--- src/rtl/cam_search_engine.sv ---
// Pipelined CAM with per-entry valid bits, supporting BCAM, TCAM and STCAM matching.
// Two-stage search pipeline: raw match vector, then priority/multi-hit/count results.
module cam_search_engine #(
  parameter int    DEPTH    = 8,
  parameter int    WIDTH    = 8,
  parameter string CAM_TYPE = "BCAM",
  localparam int   AW       = $clog2(DEPTH),
  localparam int   CW       = $clog2(DEPTH) + 1
) (
  input  logic             clk,
  input  logic             rst,
  input  logic             wr_en,
  input  logic [AW-1:0]    wr_addr,
  input  logic [WIDTH-1:0] wr_data,
  input  logic [WIDTH-1:0] wr_mask,
  input  logic             inv_en,
  input  logic [AW-1:0]    inv_addr,
  input  logic             flush,
  input  logic             srch_valid,
  input  logic [WIDTH-1:0] srch_key,
  input  logic [WIDTH-1:0] srch_mask,
  output logic             res_valid,
  output logic [DEPTH-1:0] res_vector,
  output logic             res_hit,
  output logic [AW-1:0]    res_index,
  output logic             res_multi,
  output logic [CW-1:0]    res_count,
  output logic [CW-1:0]    occupancy
);

  localparam bit USE_SRCH_MASK   = (CAM_TYPE == "TCAM") || (CAM_TYPE == "STCAM");
  localparam bit USE_STORED_MASK = (CAM_TYPE == "STCAM");

  logic [WIDTH-1:0] stored [DEPTH];
  logic [WIDTH-1:0] smask  [DEPTH];
  logic [DEPTH-1:0] valid;
  logic [DEPTH-1:0] valid_next;
  logic [DEPTH-1:0] match_vec;
  logic [DEPTH-1:0] s1_vec;
  logic             s1_valid;
  logic [CW-1:0]    s1_count;

  function automatic logic [CW-1:0] count_ones(input logic [DEPTH-1:0] v);
    logic [CW-1:0] n;
    n = '0;
    for (int i = 0; i < DEPTH; i++) n = n + CW'(v[i]);
    return n;
  endfunction

  function automatic logic [AW-1:0] lowest_index(input logic [DEPTH-1:0] v);
    logic [AW-1:0] idx;
    idx = '0;
    for (int i = DEPTH - 1; i >= 0; i--) if (v[i]) idx = AW'(i);
    return idx;
  endfunction

  function automatic logic entry_match(input logic [WIDTH-1:0] data,
                                       input logic [WIDTH-1:0] dmask,
                                       input logic [WIDTH-1:0] key,
                                       input logic [WIDTH-1:0] kmask);
    logic [WIDTH-1:0] ignore;
    ignore = (USE_SRCH_MASK ? kmask : '0) | (USE_STORED_MASK ? dmask : '0);
    return ((data ^ key) & ~ignore) == '0;
  endfunction

  // Flush beats invalidate, invalidate beats write on the same entry.
  always_comb begin
    // NOTE: default assignment first so no path leaves valid_next unassigned (no latch).
    valid_next = valid;
    if (flush) begin
      valid_next = '0;
    end else begin
      if (wr_en)  valid_next[wr_addr]  = 1'b1;
      if (inv_en) valid_next[inv_addr] = 1'b0;
    end
  end

  always_comb begin
    match_vec = '0;
    for (int i = 0; i < DEPTH; i++)
      match_vec[i] = valid[i] && entry_match(stored[i], smask[i], srch_key, srch_mask);
  end

  // NOTE: storage is a flop array cleared by reset, so it cannot map to a RAM macro.
  always_ff @(posedge clk or negedge rst) begin
    if (!rst) begin
      for (int i = 0; i < DEPTH; i++) begin
        stored[i] <= '0;
        smask[i]  <= '0;
      end
    end else if (wr_en && !flush) begin
      stored[wr_addr] <= wr_data;
      smask[wr_addr]  <= wr_mask;
    end
  end

  // Occupancy is a registered popcount of the post-edge valid bits.
  always_ff @(posedge clk or negedge rst) begin
    if (!rst) begin
      valid     <= '0;
      occupancy <= '0;
    end else begin
      valid     <= valid_next;
      occupancy <= count_ones(valid_next);
    end
  end

  assign s1_count = count_ones(s1_vec);

  // Data registers hold when their stage is idle; only the valid flags advance.
  always_ff @(posedge clk or negedge rst) begin
    if (!rst) begin
      s1_valid   <= 1'b0;
      s1_vec     <= '0;
      res_valid  <= 1'b0;
      res_vector <= '0;
      res_hit    <= 1'b0;
      res_index  <= '0;
      res_multi  <= 1'b0;
      res_count  <= '0;
    end else begin
      s1_valid  <= srch_valid;
      res_valid <= s1_valid;
      if (srch_valid) s1_vec <= match_vec;
      if (s1_valid) begin
        res_vector <= s1_vec;
        res_hit    <= |s1_vec;
        res_index  <= lowest_index(s1_vec);
        res_multi  <= s1_count > CW'(1);
        res_count  <= s1_count;
      end
    end
  end

endmodule

--- config.mk ---
export PLATFORM = sky130hd
export DESIGN_NAME = cam_search_engine
export DESIGN_NICKNAME = d
export VERILOG_FILES = /design/src/rtl/cam_search_engine.sv
export SDC_FILE = /design/constraint.sdc
export NUM_CORES = 1
export LEC_CHECK = 0
export BUFFER_PORTS_ARGS = -buffer_cell sky130_fd_sc_hd__buf_2
export CAP_MARGIN = 40
export CORE_ASPECT_RATIO = 1.1
export CORE_MARGIN = 8
export CORE_UTILIZATION = 58
export DETAILED_ROUTE_END_ITERATION = 16
export PLACE_DENSITY_LB_ADDON = 0.05
export REMOVE_ABC_BUFFERS = 1
export SYNTH_ARGS = -nofsm -noshare
export SYNTH_HDL_FRONTEND = slang
export SYNTH_SLANG_ARGS = --single-unit
--- constraint.sdc ---
create_clock -name clk -period 4.2 [get_ports clk]
set_input_delay 0.42 -clock clk [delete_from_list [all_inputs] [get_ports clk]]
set_output_delay 0.42 -clock clk [all_outputs]
set_load 0.03 [all_outputs]
# Yosys cells after proc, flatten, opt, wreduce, memory -nomap -nowiden

Index checks and enable logic that the tools add are counted.

Register bits after elaboration: 103
Input port bits: 44
Output and inout port bits: 22
Word-level logic and storage cells: 92

$add $sub $neg: 14
$lt $le $gt $ge: 7
Mux-type cells: 19
Bitwise gates (word level): 12
Reduce and logical (&&, ||, !) cells: 22

Operator list:

| operator             | count |
|---|---|
| $bwmux W64           | 1 |
| $logic_not A8 Y1     | 8 |
| $xor A8 B8 Y8        | 8 |
| $mux W8              | 5 |
| $add A4 B1 Y4        | 8 |
| $demux W8 S3         | 1 |
| $mux W3              | 8 |
| $logic_and A1 B1 Y1  | 12 |
| $add A3 B1 Y4        | 2 |
| $and A8 B8 Y8        | 1 |
| $lt A3 B4 Y1 const B | 2 |
| $not A8 Y8           | 1 |
| $or A8 B8 Y8         | 1 |
| $reduce_or A8 Y1     | 1 |
| $add A2 B1 Y3        | 2 |
| $demux W1 S3         | 2 |
| $ge A3 B1 Y1 const B | 2 |
| $add A1 B1 Y2        | 2 |
| $ge A4 B4 Y1 const B | 1 |
| $gt A4 B1 Y1 const B | 1 |
| $lt A4 B1 Y1 const B | 1 |
| $not A3 Y4           | 1 |
| $mux W1              | 2 |
| $logic_not A1 Y1     | 1 |

# Depth between registers and ports, before layout

Word-level depth: 17
Gate-level depth with buffers: 13
Mapped depth without buffers: 12

# Worst setup path before layout

OpenSTA, ideal clock, no wires.

Path type: input to register
Start: in wr_addr[1]
End: reg occupancy[2]
Library setup time: 0.123 ns
Arrival: 3.414 ns
Setup slack: 0.663 ns
Stages: 12
Path buffers: 1
Path through: clkbuf_1 nor2b_1 a31oi_1 a211o_1 fa_1 fa_1 fa_1 inv_1 ha_1 inv_1 fa_1 xnor2_1

Longest elaborated chain between the ends: 17
Elaborated cells between the ends (all ways): 18
Classes of those cells: add/sub: 7; order compare: 2; mux: 6; bitwise: 2; reduce/logical: 1

Ends and longest elaborated chain:

| what                                                                      | line | text |
|---|---|---|
| start, declared                                                           | 13   | `input logic [AW-1:0] wr_addr,` |
| $lt A3 B4 Y1 (implied by the code) / $ge A3 B1 Y1 (equally long branches) | 73   | `if (wr_en) valid_next[wr_addr] = 1'b1;` |
| $logic_and A1 B1 Y1 (implied by the code)                                 | 73   |  |
| $mux W1 (implied by the code)                                             | 73   |  |
| $demux W1 S3 *                                                            | 73   |  |
| $or A8 B8 Y8 (no line) *                                                  | --   |  |
| $mux W8 *                                                                 | 73   |  |
| $mux W8 *                                                                 | 70   | `if (flush) begin` |
| $and A8 B8 Y8 (no line)                                                   | --   |  |
| $mux W8 *                                                                 | 74   | `if (inv_en) valid_next[inv_addr] = 1'b0;` |
| $mux W8 *                                                                 | 70   |  |
| $add A1 B1 Y2                                                             | 46   | `for (int i = 0; i < DEPTH; i++) n = n + CW'(v[i]);` |
| $add A2 B1 Y3                                                             | 46   |  |
| $add A3 B1 Y4                                                             | 46   |  |
| $add A4 B1 Y4 (3 in series)                                               | 46   |  |
| $add A4 B1 Y4 *                                                           | 46   |  |
| end signal, assigned                                                      | 104  | `occupancy <= count_ones(valid_next);` |
| end, declared                                                             | 28   | `output logic [CW-1:0] occupancy` |

Every way passes the cells marked *; elsewhere a longest branch is shown, timed or not. The select of a mux whose other input is x is not followed.
A chain may end at the register's enable or synchronous reset.

# Final worst setup path

Same ends and word-level chain as after synthesis.

==> flow_summary.toml <==
[status]
run_status = "finished, final reports clean"

[clock_network]
cts.sinks = 103
cts-resized-gates = 0
ctsHoldBuffers = 1
clk_latency_ps = 360
cts_buffers = 9
clockBufferDepth = 2
ctsHtreeMaxLevel = 3
cts_tree = "done"
cts_root_buf = "clkbuf_8"
cts.clk_slew.worst_paths_ps = 100
post_cts_buffers = 0

[synthesis]
synth_ff_type = "dfrtp_1"
yosys-top-cells-area = "dfrtp_1 50%, mux2_2 10%, mux2_4 7.0%"
synth-xor-area-share_pct = 11.24
synth_edf_count = 0
yosysUniqueCellTypes = 39
synth_compound_area_share_pct = 4.839
synth_common_cells = "103 x dfrtp_1, 46 x mux2_2, 34 x inv_1, 34 x xnor2_1, 32 x xor2_1"
ys_ff_latch = 103
ys_seq_area_share_pct = 50.10
avgSynthCellArea_um2 = 12.70
synthAdderAreaFrac_pct = 4.815
synth.most_common_cell = "dfrtp_1"
yosys_warnings = 0
synth-simple-area-share_pct = 7.028
syn-cell-area_um2 = 5145
synth_top_area_cell = "dfrtp_1"
synth_top_family_by_area = "multiplexers"
syn_inst = 405
synthMuxAreaShare_pct = 17.92
netlist.area_leader.share_pct = 50.10
synthArstFlopShare_pct = 100.0

[timing]
rsz0062_at_grt = "false"
worstMarginPinSlew_ps = 796.2
setup_viol = 0
final.setup.worst_slack_ps = 999.9
whs_ps = 343.6
finalCritPeriodShare_pct = 76.19
finalSetupTns_ps = 0
relSlewSlack_pct = 46.92
min_period_ps = 3200
skew_ps = 7.922
fmaxAchievable_mhz = 312.5
hold_viol = 0
maxSlewViolCount = 0

[layout]
area_growth_pct = 10.60
fin_nets = 509
fillers = 693
drive_above_1_share_pct = 30.77
layout.cells.non_filler = 569
antennaDiodeCount = 0
final_cell_area_um2 = 5690

[worst_setup_path]
cp_max_fo = 9
crit_chain = "buf_2, nor2b_1, a31oi_1, a211o_1, fa_1, fa_1, fa_1, inv_1, ha_1, inv_1, fa_1, xnor2_1"
endpoint = "occupancy[2]"
crit_top_cell = "fa_1"
cpPeakStageDelay_ps = 510
path_class = "input pin to register"
cp_slowest_cell = "fa_1"
required_ps = 4460
rrSetupSlack_ps = 1050
cp-start-kind = "input pin"
arrival_ps = 3460
reg2regPathDepth = 10
regToRegStartpoint = "s1_vec[0]"
reg2reg_to = "res_count[2]"
crit_path_end_kind = "register"
startpoint = "wr_addr[1]"

[global_routing]
grt_usage_pct = 18.34
grt_max_degree = 54
overflow = 0
first_global_vias = 3288
antenna_found_initial = 0
grt_pass1_wl_mm = 17.40

[placed_design]
placed_area_um2 = 5489
place_ws_ps = 623.8
placed_cells = 552
io_buffers = 49
gp_congestion = 0.8955
dp_hpwl_mm = 7.648

[detailed_routing]
vias = 3127
drtAntennaViolNets = 0
wl_per_cell_um = 18.33
drc = 0
first_pass_iters = 4
drtIter0Drc = 102
routed_via_density = 5.496
wl_mm = 10.43

[floorplanning]
start_util_pct = 58.88
die_h_um = 114.8
row_count = 36
dieArea_um2 = 12140
die_width_um = 105.8
coreArea_um2 = 8738
ios = 66

[flow_run]
maxCapViolCount = 0

[worst_hold_path]
worstHoldPathType = "input pin to register"
min_delay_path_depth = 1

[power_and_ir_drop]
ir_worst_vdd_uv = 262.3
leakage_uw = 0.002674
power_per_cell_area_nw_per_um2 = 408.5
## state kept, by name, summed over array words and instances, names as in the netlist, 3 cells and up
| register | cells |
|---|---|
| occupancy | 4 |
| res_count | 4 |
| res_index | 3 |
| res_vector | 8 |
| s1_vec | 8 |
| stored | 64 |
| valid | 8 |
## logic make-up (layout without fill, tap and decap cells)
logic type,Yosys count,after routing
XOR/XNOR,66,66
AO/OA/AOI/OAI,38,38
buffers and inverters,52,102
adder cells (fa/ha/maj),15,15
flip-flops,103,103
multiplexers,74,74
AND/OR/NAND/NOR,57,57
## area by class of cell
cell class / count / area [µm²] / share of cell area, %
clock buffers: 13 / 148.9 / 2.617
flip-flops and latches: 103 / 2577 / 45.29
inverters: 34 / 127.6 / 2.243
repair buffers: 52 / 292.8 / 5.145
clock inverters: 3 / 42.54 / 0.7476
multi-input cells: 250 / 2359 / 41.45
well taps: 114 / 142.6 / 2.507
## per-layer routing
metal  wire, µm  track usage, %  vias up
li1           -               -     1472
met4        161           7.324        0
met2       4943           29.09       57
met1       4872           24.27     1586
met3        450           3.643       12
met5          0               0        -
## power breakdown
group	internal, µW	switching, µW
logic	262	195
registers	1140	105
clock network	292	326
total	1700	626
## metrics by stage
step / util [%] / total power (µW)
5_1_grt: 65.12 / 2440
6_report: 65.12 / 2324
4_1_cts: 65.12 / 2343
3_5_place_dp: 62.82 / 1728
3_3_place_gp: 62.50 / 1706
2_1_floorplan: - / 1578
## layout by cell type (no fill, tap or decap), types with 3 or more instances in the layout
master    synthesis  layout
xnor2_1          34      34
nor4_1            9       9
ha_1              7       7
mux2_4           24      24
nor2_1            7       7
a211o_1           4       4
o22ai_1           9       9
nand4_1           8       8
fa_1              8       8
nand3_1          10      10
mux2_2           46      46
dfrtp_1         103     103
clkbuf_8          0      10
a21oi_1           6       6
nor2b_1           7       7
inv_1            34      34
xor2_1           32      32
nand2_1           6       6
a31oi_1           6       6
buf_2             2      48
clkbuf_1         13       3
o21ai_0           6       6
mux2_1            3       3
## worst min-delay path by stage
| stage | start | end | slack (ps) |
|---|---|---|---|
| after detailed placement | rst | res_count[1] | 350 |
| after global routing | srch_valid | s1_valid | 330 |
| after CTS | srch_valid | s1_valid | 320 |
| final | srch_valid | s1_valid | 340 |
| after global placement | res_vector[1] | res_vector[1] | 480 |
| after floorplan | rst | occupancy[0] | 120 |
## worst max-delay path: cells and delay by family
| family | cells | cell delay [ps] |
|---|---|---|
| compound gates | 2 | 430 |
| fa+ha+maj | 5 | 1920 |
| buf+inv | 3 | 310 |
| simple gates | 1 | 240 |
| xor+xnor | 1 | 130 |
Power figures use the tool's default switching activity.
